===== src/rtl/armleocpu_axi_read_arbiter.sv =====
// Merges the i-cache and d-cache AXI4 masters onto one memory-side master.
// Reads are arbitrated round-robin with one burst in flight; writes pass through from the d-cache.
module armleocpu_axi_read_arbiter #(
  parameter int ADDR_WIDTH = 34,
  parameter int DATA_WIDTH = 32,
  parameter int ID_WIDTH   = 4
) (
  input  logic                    clk,
  input  logic                    rst,

  input  logic [ADDR_WIDTH-1:0]   i_axi_araddr,
  input  logic [7:0]              i_axi_arlen,
  input  logic [2:0]              i_axi_arsize,
  input  logic [1:0]              i_axi_arburst,
  input  logic [ID_WIDTH-1:0]     i_axi_arid,
  input  logic [2:0]              i_axi_arprot,
  input  logic                    i_axi_arlock,
  input  logic                    i_axi_arvalid,
  output logic                    i_axi_arready,
  output logic [DATA_WIDTH-1:0]   i_axi_rdata,
  output logic [1:0]              i_axi_rresp,
  output logic [ID_WIDTH-1:0]     i_axi_rid,
  output logic                    i_axi_rlast,
  output logic                    i_axi_rvalid,
  input  logic                    i_axi_rready,
  input  logic [ADDR_WIDTH-1:0]   i_axi_awaddr,
  input  logic [7:0]              i_axi_awlen,
  input  logic [2:0]              i_axi_awsize,
  input  logic [1:0]              i_axi_awburst,
  input  logic [ID_WIDTH-1:0]     i_axi_awid,
  input  logic [2:0]              i_axi_awprot,
  input  logic                    i_axi_awlock,
  input  logic                    i_axi_awvalid,
  output logic                    i_axi_awready,
  input  logic [DATA_WIDTH-1:0]   i_axi_wdata,
  input  logic [DATA_WIDTH/8-1:0] i_axi_wstrb,
  input  logic                    i_axi_wlast,
  input  logic                    i_axi_wvalid,
  output logic                    i_axi_wready,
  output logic                    i_axi_bvalid,
  output logic [1:0]              i_axi_bresp,
  output logic [ID_WIDTH-1:0]     i_axi_bid,
  input  logic                    i_axi_bready,

  input  logic [ADDR_WIDTH-1:0]   d_axi_araddr,
  input  logic [7:0]              d_axi_arlen,
  input  logic [2:0]              d_axi_arsize,
  input  logic [1:0]              d_axi_arburst,
  input  logic [ID_WIDTH-1:0]     d_axi_arid,
  input  logic [2:0]              d_axi_arprot,
  input  logic                    d_axi_arlock,
  input  logic                    d_axi_arvalid,
  output logic                    d_axi_arready,
  output logic [DATA_WIDTH-1:0]   d_axi_rdata,
  output logic [1:0]              d_axi_rresp,
  output logic [ID_WIDTH-1:0]     d_axi_rid,
  output logic                    d_axi_rlast,
  output logic                    d_axi_rvalid,
  input  logic                    d_axi_rready,
  input  logic [ADDR_WIDTH-1:0]   d_axi_awaddr,
  input  logic [7:0]              d_axi_awlen,
  input  logic [2:0]              d_axi_awsize,
  input  logic [1:0]              d_axi_awburst,
  input  logic [ID_WIDTH-1:0]     d_axi_awid,
  input  logic [2:0]              d_axi_awprot,
  input  logic                    d_axi_awlock,
  input  logic                    d_axi_awvalid,
  output logic                    d_axi_awready,
  input  logic [DATA_WIDTH-1:0]   d_axi_wdata,
  input  logic [DATA_WIDTH/8-1:0] d_axi_wstrb,
  input  logic                    d_axi_wlast,
  input  logic                    d_axi_wvalid,
  output logic                    d_axi_wready,
  output logic                    d_axi_bvalid,
  output logic [1:0]              d_axi_bresp,
  output logic [ID_WIDTH-1:0]     d_axi_bid,
  input  logic                    d_axi_bready,

  output logic [ADDR_WIDTH-1:0]   m_axi_araddr,
  output logic [7:0]              m_axi_arlen,
  output logic [2:0]              m_axi_arsize,
  output logic [1:0]              m_axi_arburst,
  output logic [ID_WIDTH-1:0]     m_axi_arid,
  output logic [2:0]              m_axi_arprot,
  output logic                    m_axi_arlock,
  output logic                    m_axi_arvalid,
  input  logic                    m_axi_arready,
  input  logic [DATA_WIDTH-1:0]   m_axi_rdata,
  input  logic [1:0]              m_axi_rresp,
  input  logic [ID_WIDTH-1:0]     m_axi_rid,
  input  logic                    m_axi_rlast,
  input  logic                    m_axi_rvalid,
  output logic                    m_axi_rready,
  output logic [ADDR_WIDTH-1:0]   m_axi_awaddr,
  output logic [7:0]              m_axi_awlen,
  output logic [2:0]              m_axi_awsize,
  output logic [1:0]              m_axi_awburst,
  output logic [ID_WIDTH-1:0]     m_axi_awid,
  output logic [2:0]              m_axi_awprot,
  output logic                    m_axi_awlock,
  output logic                    m_axi_awvalid,
  input  logic                    m_axi_awready,
  output logic [DATA_WIDTH-1:0]   m_axi_wdata,
  output logic [DATA_WIDTH/8-1:0] m_axi_wstrb,
  output logic                    m_axi_wlast,
  output logic                    m_axi_wvalid,
  input  logic                    m_axi_wready,
  input  logic                    m_axi_bvalid,
  input  logic [1:0]              m_axi_bresp,
  input  logic [ID_WIDTH-1:0]     m_axi_bid,
  output logic                    m_axi_bready
);

  typedef enum logic [1:0] {IDLE, I_READ, D_READ} state_t;
  typedef enum logic {GRANT_I, GRANT_D} grant_t;

  state_t state, next_state;
  grant_t last_grant;
  logic   ar_done;
  logic   unused_i_write;

  // Grant bookkeeping; ar_done blocks a second AR once the burst address has been accepted
  always_ff @(posedge clk or posedge rst) begin
    if (rst) begin
      state      <= IDLE;
      last_grant <= GRANT_D;
      ar_done    <= 1'b0;
    end else begin
      state <= next_state;
      if (state == IDLE && next_state == I_READ)
        last_grant <= GRANT_I;
      else if (state == IDLE && next_state == D_READ)
        last_grant <= GRANT_D;
      if (next_state == IDLE)
        ar_done <= 1'b0;
      else if (m_axi_arvalid && m_axi_arready)
        ar_done <= 1'b1;
    end
  end

  always_comb begin
    next_state    = state;
    m_axi_araddr  = i_axi_araddr;
    m_axi_arlen   = i_axi_arlen;
    m_axi_arsize  = i_axi_arsize;
    m_axi_arburst = i_axi_arburst;
    m_axi_arid    = i_axi_arid;
    m_axi_arprot  = i_axi_arprot;
    m_axi_arlock  = i_axi_arlock;
    m_axi_arvalid = 1'b0;
    m_axi_rready  = 1'b0;
    i_axi_arready = 1'b0;
    i_axi_rdata   = '0;
    i_axi_rresp   = '0;
    i_axi_rid     = '0;
    i_axi_rlast   = 1'b0;
    i_axi_rvalid  = 1'b0;
    d_axi_arready = 1'b0;
    d_axi_rdata   = '0;
    d_axi_rresp   = '0;
    d_axi_rid     = '0;
    d_axi_rlast   = 1'b0;
    d_axi_rvalid  = 1'b0;
    case (state)
      IDLE: begin
        if (i_axi_arvalid && (!d_axi_arvalid || last_grant == GRANT_D))
          next_state = I_READ;
        else if (d_axi_arvalid)
          next_state = D_READ;
      end
      I_READ: begin
        m_axi_arvalid = i_axi_arvalid && !ar_done;
        i_axi_arready = m_axi_arready && !ar_done;
        i_axi_rdata   = m_axi_rdata;
        i_axi_rresp   = m_axi_rresp;
        i_axi_rid     = m_axi_rid;
        i_axi_rlast   = m_axi_rlast;
        i_axi_rvalid  = m_axi_rvalid;
        m_axi_rready  = i_axi_rready;
        if (m_axi_rvalid && i_axi_rready && m_axi_rlast)
          next_state = IDLE;
      end
      D_READ: begin
        m_axi_araddr  = d_axi_araddr;
        m_axi_arlen   = d_axi_arlen;
        m_axi_arsize  = d_axi_arsize;
        m_axi_arburst = d_axi_arburst;
        m_axi_arid    = d_axi_arid;
        m_axi_arprot  = d_axi_arprot;
        m_axi_arlock  = d_axi_arlock;
        m_axi_arvalid = d_axi_arvalid && !ar_done;
        d_axi_arready = m_axi_arready && !ar_done;
        d_axi_rdata   = m_axi_rdata;
        d_axi_rresp   = m_axi_rresp;
        d_axi_rid     = m_axi_rid;
        d_axi_rlast   = m_axi_rlast;
        d_axi_rvalid  = m_axi_rvalid;
        m_axi_rready  = d_axi_rready;
        if (m_axi_rvalid && d_axi_rready && m_axi_rlast)
          next_state = IDLE;
      end
      default: next_state = IDLE;
    endcase
  end

  // Only the data cache writes, so the write channels are plain wires
  assign m_axi_awaddr  = d_axi_awaddr;
  assign m_axi_awlen   = d_axi_awlen;
  assign m_axi_awsize  = d_axi_awsize;
  assign m_axi_awburst = d_axi_awburst;
  assign m_axi_awid    = d_axi_awid;
  assign m_axi_awprot  = d_axi_awprot;
  assign m_axi_awlock  = d_axi_awlock;
  assign m_axi_awvalid = d_axi_awvalid;
  assign m_axi_wdata   = d_axi_wdata;
  assign m_axi_wstrb   = d_axi_wstrb;
  assign m_axi_wlast   = d_axi_wlast;
  assign m_axi_wvalid  = d_axi_wvalid;
  assign m_axi_bready  = d_axi_bready;
  assign d_axi_awready = m_axi_awready;
  assign d_axi_wready  = m_axi_wready;
  assign d_axi_bvalid  = m_axi_bvalid;
  assign d_axi_bresp   = m_axi_bresp;
  assign d_axi_bid     = m_axi_bid;

  assign i_axi_awready = 1'b0;
  assign i_axi_wready  = 1'b0;
  assign i_axi_bvalid  = 1'b0;
  assign i_axi_bresp   = '0;
  assign i_axi_bid     = '0;
  assign unused_i_write = ^{i_axi_awaddr, i_axi_awlen, i_axi_awsize, i_axi_awburst, i_axi_awid,
                            i_axi_awprot, i_axi_awlock, i_axi_awvalid, i_axi_wdata, i_axi_wstrb,
                            i_axi_wlast, i_axi_wvalid, i_axi_bready};

endmodule

===== config.mk =====
export PLATFORM = sky130hd
export DESIGN_NAME = armleocpu_axi_read_arbiter
export DESIGN_NICKNAME = d
export VERILOG_FILES = /design/src/rtl/armleocpu_axi_read_arbiter.sv
export SDC_FILE = /design/constraint.sdc
export NUM_CORES = 1
export LEC_CHECK = 0
export BUFFER_PORTS_ARGS = -buffer_cell sky130_fd_sc_hd__buf_2
export CAP_MARGIN = 25
export CORE_AREA = 2 2 239 241
export CTS_BUF_LIST = sky130_fd_sc_hd__clkbuf_4 sky130_fd_sc_hd__clkbuf_8
export DETAILED_ROUTE_END_ITERATION = 12
export DIE_AREA = 0 0 241 243
export SLEW_MARGIN = 15
export SYNTH_ARGS = -nofsm -noshare
export SYNTH_HDL_FRONTEND = slang
export SYNTH_SLANG_ARGS = --single-unit

===== constraint.sdc =====
create_clock -name clk -period 4 [get_ports clk]
set_input_delay 0.6 -clock clk [delete_from_list [all_inputs] [get_ports clk]]
set_output_delay 0.6 -clock clk [all_outputs]
set_load 0.005 [all_outputs]

; ---- Yosys cells after proc, flatten, opt, wreduce, memory -nomap -nowiden
; Index checks and enable logic that the tools add are counted.
[classes]
n_eq_ne = 4
muxes = 30
reduce_logical = 18
[op_table]
columns = cell, count
row1 = $mux 32, 2
row2 = $mux 34, 1
row3 = $mux 2, 7
row4 = $mux 4, 3
row5 = $logic_and 1x1->1, 11
row6 = $mux 1, 11
row7 = $mux 8, 1
row8 = $mux 3, 2
row9 = $pmux 2 s3, 1
row10 = $eq 2x1->1 const B, 2
row11 = $eq 2x2->1 const B, 2
row12 = $logic_not 2->1, 2
row13 = $pmux 1 s2, 2
row14 = $reduce_bool 2->1, 2
row15 = $logic_not 1->1, 2
row16 = $logic_or 1x1->1, 1
[word_totals]
ff_bits = 4
word_cells = 55

; ---- Depth between registers and ports, before layout
[logic_depth]
ltp_word = 9
depth_mapped = 7
mapped_depth_nobuf = 6

; ---- Worst setup path before layout
; OpenSTA, ideal clock, no wires.
[synth_path]
path_kind = reg2out
from = reg state[0]
to = out m_axi_araddr[0]
arrival_time_ns = 1.288
slack_ns = 2.112
stages_incl_launch_ff = 6
cell_sequence = dfrtp_1 inv_1 ha_1 buf_4 buf_2 mux2_2
[synth_via]
elab_chain_len = 2
[synth_rtl]
columns = element, line_no
row1 = start: declaration, 117  ; state_t state, next_state;
row2 = start signal: assignment, 129  ; state <= next_state;
row3 = $eq 2x2->1, 164  ; case (state)
row4 = $mux 34, 164
row5 = end: declaration, 79  ; output logic [ADDR_WIDTH-1:0] m_axi_araddr,
; Every way passes these cells.

; ---- Final worst setup path
[layout_path]
from = reg state[0]
to = out m_axi_araddr[31]
; Same word-level chain as after synthesis.

==> impl_metrics.tcl <==
set metrics [dict create \
    setup_tns_ns 0 \
    power_per_cell_area_nw_per_um2 336 \
    initial_utilization_pct 4.27 \
    netlist_top_cells_count "114 x sky130_fd_sc_hd__buf_4, 80 x sky130_fd_sc_hd__and2_1, 55 x sky130_fd_sc_hd__mux2_2" \
    gate_count_after_technology_mapping 303 \
    cts_tree "done" \
    max_stage_delay_ns 0.41 \
    clkLatencyLatePin_ns 0.22 \
    detailedRoute.firstIterationViolations 71 \
    grt_pass1_wl_um 15300 \
    maxCapViolations 0 \
    antenna_violating_nets_post_route 0 \
    overflow 0 \
    status "finished clean" \
    synth_most_common_cell "sky130_fd_sc_hd__buf_4" \
    syn_area_um2 2390 \
    fp.dieArea_um2 58600 \
    layout.area.seq_um2 101 \
    synthDominantAreaCellType "sky130_fd_sc_hd__buf_4" \
    yosys_warnings 0 \
    synthArstFlopShare_pct 100 \
    post_synth_edffs 0 \
    nFillCells 6656 \
    cts_inserted_buffers 3 \
    period_minus_slack_ns 2.77 \
    post_synth_main_area_contributors "sky130_fd_sc_hd__buf_4 36%, sky130_fd_sc_hd__mux2_2 26%, sky130_fd_sc_hd__and2_1 21%, sky130_fd_sc_hd__dfrtp_1 3.1%, sky130_fd_sc_hd__ha_1 2.1%" \
    critical-path-slowest-cell "sky130_fd_sc_hd__ha_4" \
    required_ns 3.40 \
    flow.area_growth_from_synthesis_pct 68.6 \
    timing.critical_path.from_type "register" \
    finalSetupViolations 0 \
    chipWidth_um 241 \
    root_buffer "sky130_fd_sc_hd__clkbuf_8" \
    synth-main-ff-cell "sky130_fd_sc_hd__dfrtp_1" \
    clock_sink_count 4 \
    wirelength_um 13100 \
    remaining_drc_errors 0 \
    yosys.cell_types.count 26 \
    coreArea_um2 56000 \
    htree_levels 1 \
    timing.setup.critical_path_class "register to output pin" \
    maxClockFrequency_mhz 362 \
    ir_drop_v 0.000234 \
    ioPinCount 608 \
    rsz0062_at_grt "no" \
    gr-usage-all-layers_pct 3.74 \
    multi_input_comb_area_um2 1400 \
    post-dp-hpwl_um 11400 \
    pre_cts_slack_ns 1.46 \
    drt_pre_antenna_iters 4 \
    die_height_um 243 \
    yosys_register_bits 4 \
    nNetsFinal 845 \
    crit_path_max_fanout 71 \
    final.setup_skew_ns 0.00248 \
    share_of_layout_cells_above_drive_strength_1_pct 74.2 \
    num_vias 2675 \
    post-route-worst-setup-slack_ns 1.23 \
    finalWeightedCongestion 0.690 \
    slew_violations 0 \
    wl_per_cell_um 10.5 \
    synth-seq-area-share_pct 4.24 \
    hold_path_class "input pin to async pin" \
    post-cts-setup-buffers 0 \
    period_share_pct 69.1 \
    critical_path.endpoint_type "output pin" \
    worst_setup_hold_path_clk_slew_ns 0.03 \
    antenna_found_initial 6 \
    largest_net_degree_at_the_start_of_global_routing 72 \
    cts_max_path_buffers 2 \
    report.final.hold_viol_count 0 \
    cts_hold_buf 0 \
    cp_cell_sequence "inv_1, ha_4, buf_12, mux2_2, buf_2" \
    number_of_standard_cell_rows_in_the_floorplan 87 \
    power_leakage_nw 1.93 \
    grt_pass1_vias 2535 \
    post_cts_resized 0 \
    port_buffers 295 \
    cp.arrival_ns 2.17 \
    synthesis.area_per_instance_um2 7.88 \
    synth_largest_type_area_fraction_pct 35.8 \
    via_per_inst 2.15 \
]
-- final cells by class --
cell class | count | area share [%]
inverters | 3 | 0.280
clock buffers | 4 | 1.21
flip-flops and latches | 4 | 2.52
repair buffers | 297 | 37.4
diodes | 5 | 0.311
multi-input cells | 176 | 34.8
well taps | 756 | 23.5
-- cell usage in the layout, fill, tap and decap left out, types with 2 or more instances in the layout --
| master | synthesis | routed |
|---|---|---|
| sky130_fd_sc_hd__and3b_1 | 2 | 2 |
| sky130_fd_sc_hd__buf_2 | 6 | 295 |
| sky130_fd_sc_hd__dfrtp_1 | 3 | 3 |
| sky130_fd_sc_hd__conb_1 | 1 | 9 |
| sky130_fd_sc_hd__a21oi_1 | 3 | 3 |
| sky130_fd_sc_hd__and2_1 | 80 | 80 |
| sky130_fd_sc_hd__mux2_2 | 55 | 55 |
| sky130_fd_sc_hd__nor2b_1 | 3 | 3 |
| sky130_fd_sc_hd__a22o_1 | 2 | 2 |
| sky130_fd_sc_hd__nor2_1 | 2 | 2 |
| sky130_fd_sc_hd__ha_1 | 4 | 3 |
| sky130_fd_sc_hd__o21ai_0 | 3 | 3 |
| sky130_fd_sc_hd__inv_1 | 3 | 3 |
| sky130_fd_sc_hd__diode_2 | 0 | 5 |
| sky130_fd_sc_hd__nand3_1 | 3 | 3 |
| sky130_fd_sc_hd__clkbuf_8 | 0 | 3 |
| sky130_fd_sc_hd__a22oi_1 | 2 | 2 |
-- through the flow --
| stage | hold slack, ns | instances | utilization, % | power (mW) | instance area, µm² |
|---|---|---|---|---|---|
| final | 0.257 | 1245 | 7.20 | 1.35 | 4030 |
| after global routing | 0.270 | 1244 | 7.19 | 1.49 | 4020 |
| after CTS | 0.256 | 1240 | 7.17 | 1.38 | 4010 |
| after detailed placement | 0.486 | 1236 | 7.09 | 1.27 | 3970 |
| after global placement | 0.487 | 1236 | 7.09 | 1.27 | 3970 |
| after floorplan | 0.365 | 311 | - | 0.811 | 2420 |
-- worst max-delay path: cells and delay by family (launching register included) --
family,cells,cell delay (ns)
buffers and inverters,3,0.56
adder cells (fa/ha/maj),1,0.41
flip-flops,1,0.40
multiplexers,1,0.39
-- sequential cells by signal, indices dropped and copies added, names as in the netlist --
signal      count
last_grant      1
ar_done         1
state           2
-- worst paths after layout --
path	startpoint	end	slack, ns	cells past startpoint
min	rst	ar_done	0.26	2
min reg2reg	last_grant	last_grant	0.59	1
min in group clk	last_grant	last_grant	0.59	1
max reg2reg	state[1]	ar_done	2.05	6
max in group asynchronous	rst	last_grant	3.51	2
max	state[0]	m_axi_araddr[31]	1.23	5
-- layer usage --
metal / wire [µm] / global-route usage, %
met1: 2980 / 2.13
met2: 6420 / 7.23
met3: 2340 / 1.76
met4: 1210 / 4.19
met5: 109 / 1.18
-- kinds of logic (layout without fill, tap and decap cells) --
group | Yosys count | count (layout) | synth area share, %
AO/OA/AOI/OAI | 13 | 13 | 3.67
adder cells (fa/ha/maj) | 4 | 4 | 2.10
buffers and inverters | 131 | 304 | 38.8
flip-flops | 4 | 4 | 4.24
multiplexers | 56 | 56 | 26.3
other | 1 | 14 | 0.157
AND/OR/NAND/NOR | 94 | 94 | 24.7
-- where the power goes --
part | switching (mW) | internal (mW)
logic | 0.553 | 0.614
registers | 0.0255 | 0.0636
clock network | 0.0214 | 0.0749
total | 0.600 | 0.752
Note: power is estimated with default switching activity, not from simulation.
